--- src/rtl/oup_ulpi_reg_engine.sv ---
// rtl/oup_ulpi_reg_engine.sv - queued ULPI PHY register-access engine with retry, RX CMD capture and PHY reset
module oup_ulpi_reg_engine #(
  parameter int CMD_DEPTH   = 4,
  parameter int EXT_ADDR_EN = 1,
  parameter int MAX_RETRY   = 3,
  parameter int RST_CYCLES  = 8
) (
  input  logic                           ulpi_clk_i,
  input  logic                           rst_n_i,
  input  logic                           cmd_valid_i,
  output logic                           cmd_ready_o,
  input  logic                           cmd_write_i,
  input  logic [7:0]                     cmd_addr_i,
  input  logic [7:0]                     cmd_data_i,
  input  logic                           flush_i,
  output logic [$clog2(CMD_DEPTH+1)-1:0] fifo_level_o,
  output logic                           busy_o,
  output logic                           rsp_valid_o,
  output logic                           rsp_write_o,
  output logic [7:0]                     rsp_addr_o,
  output logic [7:0]                     rsp_data_o,
  output logic [1:0]                     rsp_status_o,
  output logic                           rxcmd_valid_o,
  output logic [7:0]                     rxcmd_o,
  input  logic                           phy_rst_req_i,
  output logic                           ulpi_rst_o,
  input  logic [7:0]                     ulpi_data_i,
  output logic [7:0]                     ulpi_data_o,
  output logic                           ulpi_data_oe_o,
  input  logic                           ulpi_dir_i,
  input  logic                           ulpi_nxt_i,
  output logic                           ulpi_stp_o
);

  localparam int AW = (CMD_DEPTH > 1) ? $clog2(CMD_DEPTH) : 1;
  localparam int LW = $clog2(CMD_DEPTH + 1);
  localparam int RW = (MAX_RETRY > 0) ? $clog2(MAX_RETRY + 1) : 1;
  localparam int CW = (RST_CYCLES > 1) ? $clog2(RST_CYCLES) : 1;

  localparam logic [1:0] RSP_OK       = 2'b00;
  localparam logic [1:0] RSP_ABORTED  = 2'b01;
  localparam logic [1:0] RSP_ILLEGAL  = 2'b10;
  localparam logic [1:0] RSP_PROTOCOL = 2'b11;

  typedef enum logic [3:0] {
    S_IDLE, S_TXCMD, S_EXTADDR, S_WDATA, S_STP, S_RDTURN, S_RDDATA, S_WAITLOW, S_RST
  } state_t;

  // 0x2F is the escape code in the immediate address space, so it can only go out extended
  function automatic logic is_ext(input logic [7:0] a);
    return (a >= 8'h40) || (a == 8'h2F);
  endfunction

  state_t            r_state;
  state_t            w_state_nxt;
  logic [16:0]       r_mem [CMD_DEPTH];
  logic [AW-1:0]     r_wr_ptr;
  logic [AW-1:0]     r_rd_ptr;
  logic [LW-1:0]     r_count;
  logic [LW-1:0]     w_count_nxt;
  logic              r_ready;
  logic              r_dir_q;
  logic              r_cmd_write;
  logic [7:0]        r_cmd_addr;
  logic [7:0]        r_cmd_data;
  logic [7:0]        r_rdata;
  logic [RW-1:0]     r_retry;
  logic              r_reissue;
  logic              r_abort;
  logic              r_rst_pend;
  logic              r_rst_pulse;
  logic [CW-1:0]     r_rst_cnt;
  logic              r_rsp_valid;
  logic              r_rsp_write;
  logic [7:0]        r_rsp_addr;
  logic [7:0]        r_rsp_data;
  logic [1:0]        r_rsp_status;
  logic              r_rxcmd_valid;
  logic [7:0]        r_rxcmd;

  logic              w_push;
  logic              w_pop;
  logic              w_bus_free;
  logic              w_head_write;
  logic [7:0]        w_head_addr;
  logic [7:0]        w_head_data;
  logic              w_head_illegal;
  logic              w_cmd_ext;
  logic [7:0]        w_txcmd;
  logic              w_start_tx;
  logic              w_start_rst;
  logic              w_rsp_fire;
  logic              w_rsp_head;
  logic [1:0]        w_rsp_status;
  logic              w_set_abort;
  logic              w_clr_abort;
  logic              w_retry;
  logic              w_latch;
  logic              w_drive;
  logic              w_stp;
  logic [7:0]        w_dout;
  logic              w_rx_capture;

  assign w_push         = cmd_valid_i & r_ready & ~flush_i;
  assign w_bus_free     = ~ulpi_dir_i & ~r_dir_q;
  assign {w_head_write, w_head_addr, w_head_data} = r_mem[r_rd_ptr];
  assign w_head_illegal = (EXT_ADDR_EN == 0) && is_ext(w_head_addr);
  assign w_cmd_ext      = (EXT_ADDR_EN != 0) && is_ext(r_cmd_addr);
  assign w_txcmd        = w_cmd_ext ? (r_cmd_write ? 8'hAF : 8'hEF)
                                    : {1'b1, ~r_cmd_write, r_cmd_addr[5:0]};
  assign w_rx_capture   = ulpi_dir_i & r_dir_q & ~ulpi_nxt_i & (r_state != S_RDDATA);

  always_comb begin
    w_count_nxt = r_count;
    if (flush_i) begin
      w_count_nxt = '0;
    end else begin
      case ({w_push, w_pop})
        2'b10:   w_count_nxt = r_count + LW'(1);
        2'b01:   w_count_nxt = r_count - LW'(1);
        default: w_count_nxt = r_count;
      endcase
    end
  end

  always_ff @(posedge ulpi_clk_i) begin
    if (w_push) r_mem[r_wr_ptr] <= {cmd_write_i, cmd_addr_i, cmd_data_i};
  end

  always_ff @(posedge ulpi_clk_i or negedge rst_n_i) begin
    if (!rst_n_i) begin
      r_wr_ptr <= '0;
      r_rd_ptr <= '0;
      r_count  <= '0;
      r_ready  <= 1'b0;
    end else begin
      r_count <= w_count_nxt;
      // ready reflects the post-update level, so a full FIFO stays unready even while popping
      r_ready <= (w_count_nxt != LW'(CMD_DEPTH));
      if (w_push) r_wr_ptr <= r_wr_ptr + AW'(1);
      if (flush_i)    r_rd_ptr <= r_wr_ptr;
      else if (w_pop) r_rd_ptr <= r_rd_ptr + AW'(1);
    end
  end

  always_comb begin
    w_state_nxt  = r_state;
    w_pop        = 1'b0;
    w_start_tx   = 1'b0;
    w_start_rst  = 1'b0;
    w_rsp_fire   = 1'b0;
    w_rsp_head   = 1'b0;
    w_rsp_status = RSP_OK;
    w_set_abort  = 1'b0;
    w_clr_abort  = 1'b0;
    w_retry      = 1'b0;
    w_latch      = 1'b0;
    w_drive      = 1'b0;
    w_stp        = 1'b0;
    w_dout       = 8'h00;
    case (r_state)
      S_IDLE: begin
        if (r_rst_pend) begin
          w_start_rst = 1'b1;
          w_state_nxt = S_RST;
        end else if (w_bus_free) begin
          if (r_reissue) begin
            w_start_tx  = 1'b1;
            w_state_nxt = S_TXCMD;
          end else if (r_count != '0) begin
            w_pop = 1'b1;
            if (w_head_illegal) begin
              w_rsp_fire   = 1'b1;
              w_rsp_head   = 1'b1;
              w_rsp_status = RSP_ILLEGAL;
            end else begin
              w_state_nxt = S_TXCMD;
            end
          end
        end
      end
      S_TXCMD: begin
        w_drive = 1'b1;
        w_dout  = w_txcmd;
        if (ulpi_dir_i) begin
          w_set_abort = 1'b1;
          w_state_nxt = S_WAITLOW;
        end else if (ulpi_nxt_i) begin
          w_state_nxt = w_cmd_ext ? S_EXTADDR : (r_cmd_write ? S_WDATA : S_RDTURN);
        end
      end
      S_EXTADDR: begin
        w_drive = 1'b1;
        w_dout  = r_cmd_addr;
        if (ulpi_dir_i) begin
          w_set_abort = 1'b1;
          w_state_nxt = S_WAITLOW;
        end else if (ulpi_nxt_i) begin
          w_state_nxt = r_cmd_write ? S_WDATA : S_RDTURN;
        end
      end
      S_WDATA: begin
        w_drive = 1'b1;
        w_dout  = r_cmd_data;
        if (ulpi_dir_i) begin
          w_set_abort = 1'b1;
          w_state_nxt = S_WAITLOW;
        end else if (ulpi_nxt_i) begin
          w_state_nxt = S_STP;
        end
      end
      S_STP: begin
        w_drive     = 1'b1;
        w_stp       = 1'b1;
        w_rsp_fire  = 1'b1;
        w_state_nxt = S_IDLE;
      end
      S_RDTURN: begin
        if (ulpi_dir_i) begin
          w_state_nxt = S_RDDATA;
        end else begin
          w_rsp_fire   = 1'b1;
          w_rsp_status = RSP_PROTOCOL;
          w_state_nxt  = S_IDLE;
        end
      end
      S_RDDATA: begin
        if (ulpi_nxt_i) w_set_abort = 1'b1;
        else            w_latch     = 1'b1;
        w_state_nxt = S_WAITLOW;
      end
      S_WAITLOW: begin
        if (!ulpi_dir_i) begin
          w_clr_abort = 1'b1;
          w_state_nxt = S_IDLE;
          if (!r_abort) begin
            w_rsp_fire = 1'b1;
          end else if (r_retry < RW'(MAX_RETRY)) begin
            w_retry = 1'b1;
          end else begin
            w_rsp_fire   = 1'b1;
            w_rsp_status = RSP_ABORTED;
          end
        end
      end
      S_RST: begin
        if (r_rst_cnt == '0) w_state_nxt = S_IDLE;
      end
      default: w_state_nxt = S_IDLE;
    endcase
  end

  always_ff @(posedge ulpi_clk_i or negedge rst_n_i) begin
    if (!rst_n_i) begin
      r_state       <= S_IDLE;
      r_dir_q       <= 1'b0;
      r_cmd_write   <= 1'b0;
      r_cmd_addr    <= 8'h00;
      r_cmd_data    <= 8'h00;
      r_rdata       <= 8'h00;
      r_retry       <= '0;
      r_reissue     <= 1'b0;
      r_abort       <= 1'b0;
      r_rst_pend    <= 1'b0;
      r_rst_pulse   <= 1'b0;
      r_rst_cnt     <= '0;
      r_rsp_valid   <= 1'b0;
      r_rsp_write   <= 1'b0;
      r_rsp_addr    <= 8'h00;
      r_rsp_data    <= 8'h00;
      r_rsp_status  <= 2'b00;
      r_rxcmd_valid <= 1'b0;
      r_rxcmd       <= 8'h00;
    end else begin
      r_state     <= w_state_nxt;
      r_dir_q     <= ulpi_dir_i;
      r_rst_pulse <= (w_state_nxt == S_RST);
      if (w_pop) begin
        r_cmd_write <= w_head_write;
        r_cmd_addr  <= w_head_addr;
        r_cmd_data  <= w_head_data;
        r_retry     <= '0;
      end else if (w_retry) begin
        r_retry <= r_retry + RW'(1);
      end
      if (w_retry)         r_reissue <= 1'b1;
      else if (w_start_tx) r_reissue <= 1'b0;
      if (w_set_abort)      r_abort <= 1'b1;
      else if (w_clr_abort) r_abort <= 1'b0;
      if (w_latch) r_rdata <= ulpi_data_i;
      if (w_start_rst)                             r_rst_pend <= 1'b0;
      else if (phy_rst_req_i && r_state != S_RST)  r_rst_pend <= 1'b1;
      if (w_start_rst)            r_rst_cnt <= CW'(RST_CYCLES - 1);
      else if (r_state == S_RST)  r_rst_cnt <= r_rst_cnt - CW'(1);
      r_rsp_valid <= w_rsp_fire;
      if (w_rsp_fire) begin
        r_rsp_status <= w_rsp_status;
        if (w_rsp_head) begin
          r_rsp_write <= w_head_write;
          r_rsp_addr  <= w_head_addr;
          r_rsp_data  <= w_head_data;
        end else begin
          r_rsp_write <= r_cmd_write;
          r_rsp_addr  <= r_cmd_addr;
          r_rsp_data  <= r_cmd_write ? r_cmd_data : r_rdata;
        end
      end
      r_rxcmd_valid <= w_rx_capture;
      if (w_rx_capture) r_rxcmd <= ulpi_data_i;
    end
  end

  assign cmd_ready_o    = r_ready;
  assign fifo_level_o   = r_count;
  assign busy_o         = (r_state != S_IDLE) | r_reissue;
  assign rsp_valid_o    = r_rsp_valid;
  assign rsp_write_o    = r_rsp_write;
  assign rsp_addr_o     = r_rsp_addr;
  assign rsp_data_o     = r_rsp_data;
  assign rsp_status_o   = r_rsp_status;
  assign rxcmd_valid_o  = r_rxcmd_valid;
  assign rxcmd_o        = r_rxcmd;
  assign ulpi_rst_o     = ~rst_n_i | r_rst_pulse;
  assign ulpi_data_o    = w_dout;
  assign ulpi_data_oe_o = w_drive & ~ulpi_dir_i;
  assign ulpi_stp_o     = w_stp;

endmodule

--- config.mk ---
export PLATFORM = sky130hd
export DESIGN_NAME = oup_ulpi_reg_engine
export DESIGN_NICKNAME = d
export VERILOG_FILES = /design/src/rtl/oup_ulpi_reg_engine.sv
export SDC_FILE = /design/constraint.sdc
export NUM_CORES = 1
export LEC_CHECK = 0
export BUFFER_PORTS_ARGS = -buffer_cell sky130_fd_sc_hd__buf_2
export CORE_MARGIN = 2
export CORE_UTILIZATION = 62
export CTS_CLUSTER_SIZE = 12
export DETAILED_ROUTE_END_ITERATION = 16
export GPL_TIMING_DRIVEN = 0
export PLACE_DENSITY = 0.95
export SYNTH_ARGS = -nofsm -noshare
export SYNTH_HDL_FRONTEND = slang
export SYNTH_SLANG_ARGS = --single-unit
export TNS_END_PERCENT = 50
--- constraint.sdc ---
create_clock -name ulpi_clk_i -period 5.65 [get_ports ulpi_clk_i]
set_input_delay 0.2825 -clock ulpi_clk_i [delete_from_list [all_inputs] [get_ports ulpi_clk_i]]
set_output_delay 0.2825 -clock ulpi_clk_i [all_outputs]
set_load 0.005 [all_outputs]
# Word-level counts from Yosys, hierarchy flattened
# Memory sizes are Yosys's and may differ from the RTL's. A register that Yosys moved wholly into a read port is not among the register bits.
# Cells that the tools add are included.
[totals]
mem_count = 1
ram_bits = 68
reg_bits = 59
input_bits = 32
word_cells = 143
output_inout_bits = 45
[classes]
order_cmp = 2
muxes = 69
addsub = 6
bitwise_logic = 15
reduce_logical = 15
n_eq_ne = 15
[mem_list]
columns = ["name", "depth", "word_bits", "read_ports", "rd_ports_with_merged_regs", "write_ports", "line_no", "rtl"]
rows = [
  ["r_mem", 4, 17, 1, 1, 1, "56", "logic [16:0] r_mem [CMD_DEPTH];"],
]
[ops]
columns = ["cell", "count"]
rows = [
  ["two-way mux 4 bit", 13],
  ["two-way mux 1 bit", 37],
  ["case mux 4 bit (8 select lines)", 1],
  ["case mux 8 bit (3 select lines)", 1],
  ["equality test 4 x 3 -> 1 bit, second input constant", 4],
  ["two-way mux 3 bit", 5],
  ["two-way mux 7 bit", 2],
  ["nonzero test 2 bit", 6],
  ["two-way mux 2 bit", 5],
  ["equality test 4 x 2 -> 1 bit, second input constant", 2],
  ["equality test 4 bit, second input constant", 2],
  ["equality test 8 x 6 -> 1 bit, second input constant", 1],
  [">= comparator 8 x 7 -> 1 bit, second input constant", 1],
  ["two-way mux 8 bit", 1],
  ["AND 1 bit", 7],
  ["adder 2 x 1 -> 2 bit, second input constant", 3],
  ["NOT 1 bit", 6],
  ["case mux 3 bit (2 select lines)", 1],
  ["subtractor 3 x 1 -> 3 bit, second input constant", 2],
  ["equality test 4 x 1 -> 1 bit, second input constant", 1],
  ["logical NOT 4 bit", 1],
  ["inequality test 4 x 3 -> 1 bit, second input constant", 1],
  ["inequality test 4 bit, second input constant", 1],
  ["case mux 2 bit (2 select lines)", 1],
  ["16 further kinds", 17],
]

# Longest topological paths before layout
[logic_depth]
depth_word = 10
mapped_depth = 9
mapped_depth_nobuf = 9

# Worst setup path before layout
# OpenSTA, ideal clock, no wires.
[synth_timing]
path_kind = "register -> register"
from = "reg r_state[3]"
to = "reg r_ready (netlist: cmd_ready_o)"
n_path_buf = 1
setup_slack_ns = 3.018
arrival_time_ns = 2.508
stages_incl_launch_ff = 10
synth_period_minus_slack_ns = 2.632
setup_ns = 0.124
required_time_ns = 5.526
cell_sequence = "dfrtp_1 or4_4 nor4b_4 buf_6 ha_1 fa_1 xnor2_1 or3_1 a21oi_1 nand2_1"
[synth_via]
elab_chain_cells = 6
word_cells_on_any_way = 7
classes_between = "eq/ne: 3; mux: 3; reduce/logical: 1"
[synth_lines]
columns = ["element", "line_no", "rtl"]
rows = [
  ["start, declared", "54", "state_t r_state;"],
  ["start signal, assigned", "275", "r_state <= w_state_nxt;"],
  ["logical NOT 4 bit *", "161", "case (r_state)"],
  ["two-way mux 1 bit *", "161", ""],
  ["via w_pop", "82", "logic w_pop;"],
  ["equality test 2 x 1 -> 1 bit / equality test 2 bit (equally long branches)", "118", "case ({w_push, w_pop})"],
  ["case mux 3 bit (2 select lines) *", "118", ""],
  ["two-way mux 3 bit *", "115", "if (flush_i) begin"],
  ["via w_count_nxt[2]", "60", "logic [LW-1:0] w_count_nxt;"],
  ["inequality test 3 bit *", "139", "r_ready <= (w_count_nxt != LW'(CMD_DEPTH));"],
  ["end signal, assigned", "139", ""],
  ["end, declared", "61", "logic r_ready;"],
]
# The timed path passes the listed nets; every way through them passes the cells marked *.
# A chain may end at the register's enable or synchronous reset.

# Worst setup path after layout
# Ends and elaborated chain as after synthesis.

==> qor.txt <==
PWR
------------------------------------------------------------------------------------------
Cell-internal power .........................................................      2.36 mW
Reg power frac ..............................................................        44.8%
Max VDD drop ................................................................   0.000330 V
Switching part of the total power ...........................................        27.7%
P per Cell Area .............................................................   439 nW/µm²
Static leakage ..............................................................      3.09 nW
Switching Power .............................................................     0.906 mW
Power share of the combinational group ......................................        20.7%
Power, Total ................................................................      3.27 mW
Proportion of power drawn by the clock network ..............................        34.4%

TIMING
------------------------------------------------------------------------------------------
Final clock skew ............................................................   0.00650 ns
Transition at the pin with the smallest max-transition slack ................     0.940 ns
RSZ-0062 raised after global routing ........................................           no
Worst relative slew slack ...................................................        37.4%
Final setup slack of the worst path .........................................      2.59 ns
Fin Setup TNS ...............................................................         0 ns
Setup-violating endpoint count in the final report ..........................            0
Final max-slew violation count ..............................................            0
Post-route clock period utilization .........................................        54.2%
Time the final worst path needs with I/O delays and setup ...................      3.06 ns
Fmax ........................................................................      327 MHz
Final hold violations .......................................................            0

SYNTH
------------------------------------------------------------------------------------------
Number of warnings issued by yosys ..........................................            0
Register bit count reported by yosys ........................................          144
Commonest register cell after synthesis .....................................      dfrtp_1
Share of Yosys cell area claimed by the top area cell type ..................        33.7%
Netlist area before placement ...............................................     6050 µm²
Asr flop ratio synth ........................................................        52.8%
Synth cell count leaders .................................................... dfrtp_1 (76), edfxtp_1 (68), mux2_2 (58)
Synth cell types ............................................................           48
Number of nets in the synthesized netlist ...................................          436
Post-synth top area cell ....................................................     edfxtp_1
Cell with the most instances after synthesis ................................      dfrtp_1
Post-synthesis instance total ...............................................          395
Mean area per synthesized cell ..............................................     15.3 µm²
Number of enable-type register cells in the synthesized netlist .............           68
Sequential area share after synthesis .......................................        65.2%
Largest cells by area after synthesis ....................................... edfxtp_1 (34%), dfrtp_1 (31%), mux2_2 (11%)

FINAL LAYOUT
------------------------------------------------------------------------------------------
P&R area growth vs syn ......................................................        23.0%
Post-layout util ............................................................        77.2%
Nets ........................................................................          554
Fraction of final layout cells with drive strength greater than 1 ...........        36.5%
Count of placed standard cells in the final layout, fillers left out ........          659
Diode insertion count for antenna repair ....................................            0

WORST SETUP PATH
------------------------------------------------------------------------------------------
Critical path capture point type ............................................     register
R2r setup slk ...............................................................      2.59 ns
Delay-heaviest family, CP ................................................... simple AND/OR/NAND/NOR gates
Setup Crit Path Kind ........................................................ register to register
Crit path largest cell delay ................................................      0.59 ns
Count of cell instances traversed by the critical path ......................            9
Worst Path Buf+Inv ..........................................................            1
Highest fanout seen on the critical path ....................................           10
Worst endpoint required time ................................................      6.06 ns
Data arrival, critical path .................................................      3.47 ns
Cells along the critical path ............................................... or4_4 > nor4b_4 > buf_6 > ha_1 > fa_1 > xnor2_1 > or3_1 > a21oi_1 > nand2_1
Master of the slowest instance on the critical path .........................        or4_4
Number of cells on the worst reg-to-reg path ................................            9
Category of the worst setup path launch point ...............................     register

CLOCKING
------------------------------------------------------------------------------------------
Clock edge transition at the registers on the reported setup and hold paths .      0.06 ns
Number of sinks handled by clock tree synthesis .............................          144
Number of levels in the clock H-tree ........................................            4
TritonCTS clock tree ........................................................         done
Root buffer selected by CTS .................................................     clkbuf_8
Number of CTS-inserted buffers ..............................................           17
Clock network latency to the later pin of the worst-skew pair ...............      0.53 ns
Setup fix buffers added after clock tree synthesis ..........................            0
Number of buffers inserted by hold repair at cts ............................           25
Maximum buffer depth of the clock tree ......................................            2
Resized Gates After CTS .....................................................            0

JOB
------------------------------------------------------------------------------------------
Max-cap violations ..........................................................            0

DRT
------------------------------------------------------------------------------------------
Total wirelength of the detailed-routed design ..............................      13.1 mm
Average wire per standard cell ..............................................      19.8 µm
Number of vias after detailed routing .......................................         3797
DRC viols ...................................................................            0
Post-route antenna net violation count ......................................            0
1st-pass router iterations ..................................................            5
Number of DRC markers after the initial detailed-route iteration ............          265
Post-DR vias/cell ...........................................................         5.76

FLOORPLANNING
------------------------------------------------------------------------------------------
Rows ........................................................................           36
Die Y-Extent ................................................................       103 µm
Placeable Area ..............................................................     9640 µm²
DIE AREA ....................................................................    10600 µm²
Initial Utilization .........................................................        62.8%
DIE WIDTH ...................................................................       103 µm
IO Count ....................................................................           77

PLACED DESIGN
------------------------------------------------------------------------------------------
Buffers added on ports ......................................................           74
Dpl hpwl ....................................................................      8.33 mm
Last weighted congestion value of the routability-driven placer .............        0.913
Placed cells ................................................................          602
Worst setup slack before clock tree synthesis ...............................      2.61 ns

GLOBAL ROUTE
------------------------------------------------------------------------------------------
Overall fraction of global-route tracks in use ..............................        26.6%
Aggregate global routing overflow ...........................................            0
Largest net degree at the start of global routing ...........................           78
Vias in the first global route ..............................................         4016
Global-route wire length before repair ......................................      20.3 mm
Number of antenna violations at the first check in global routing ...........            0

HOLD PATH
------------------------------------------------------------------------------------------
Worst min path class ........................................................ input port to register
Hold Crit Depth .............................................................            2

STATUS
------------------------------------------------------------------------------------------
Run status .................................................................. finished, final reports clean

cells by family (layout without fill, tap and decap cells):
| kind of cell | count (synthesis) | in the layout | synth area share [%] |
|---|---|---|---|
| buffers and inverters | 32 | 163 | 2.27 |
| XOR/XNOR | 6 | 6 | 0.868 |
| AND/OR/NAND/NOR | 70 | 70 | 6.45 |
| adder cells (fa/ha/maj) | 9 | 9 | 1.98 |
| multiplexers | 78 | 78 | 17.6 |
| flip-flops | 144 | 144 | 65.2 |
| AO/OA/AOI/OAI | 56 | 56 | 5.66 |
power by group through the flow:
stage / Sequential [mW] / Combinational, mW / Clock [mW]
6_report: 1.47 / 0.678 / 1.13
3_5_place_dp: 1.48 / 0.659 / 0
3_3_place_gp: 1.46 / 0.627 / 0
5_1_grt: 1.49 / 0.749 / 1.17
4_1_cts: 1.46 / 0.684 / 1.13
2_1_floorplan: 1.43 / 0.455 / 0
state kept, by name, indices dropped and copies added (netlist names):
signal         flops
rsp_write_o        1
rsp_data_o         8
r_cmd_data         8
r_rst_pend         1
r_state            4
r_cmd_write        1
r_cmd_addr         8
r_rd_ptr           2
cmd_ready_o        1
rsp_addr_o         8
fifo_level_o       3
r_wr_ptr           2
r_rst_pulse        1
r_abort            1
r_rdata            8
rxcmd_valid_o      1
rsp_status_o       2
r_mem             68
rsp_valid_o        1
rxcmd_o            8
r_dir_q            1
r_rst_cnt          3
r_retry            2
r_reissue          1
per-stage QoR:
step                      hold WS, ns  cell area (µm²)
final                          0.0162             7440
after global routing          0.00963             7440
after CTS                     0.00380             7440
after floorplan               -0.0131             6050
after detailed placement        0.482             6590
after global placement          0.483             6590
layout make-up:
cell class	count	area (µm²)
clock inverter	9	103
inverter	12	45.0
sequential	144	3940
multi-input combinational	219	1970
timing repair buffer	99	623
buffer	20	92.6
fill	579	2200
clock buffer	23	498
tap	133	166
worst paths after layout:
check,to,start
min,rxcmd_o[0],ulpi_data_i[0]
min in group asynchronous,r_state[1],rst_n_i
min reg2reg,rsp_addr_o[1],rsp_addr_o[1]
max reg2reg,cmd_ready_o,r_state[3]
max in group asynchronous,cmd_ready_o,rst_n_i
max,cmd_ready_o,r_state[3]
per-layer routing:
metal  part of all wire [%]  vias to the layer above  GRT usage, %
met2                     52                      135          45.7
met4                    1.6                        0          9.62
met5                      0                        -             0
met1                     40                     1919          32.3
li1                       -                     1718             -
met3                    6.0                       25          7.73
cell usage in the layout (no fill, tap or decap), types with 17 or more instances in the layout:
cell type | netlist | layout
buf_2 | 2 | 75
dlygate4sd3_1 | 0 | 25
nor2_1 | 17 | 17
o21ai_0 | 17 | 17
clkbuf_16 | 0 | 17
edfxtp_1 | 68 | 68
dfrtp_1 | 76 | 76
mux4_2 | 17 | 17
a21oi_1 | 18 | 18
mux2_2 | 58 | 58
(Power assumes the default switching activity.)
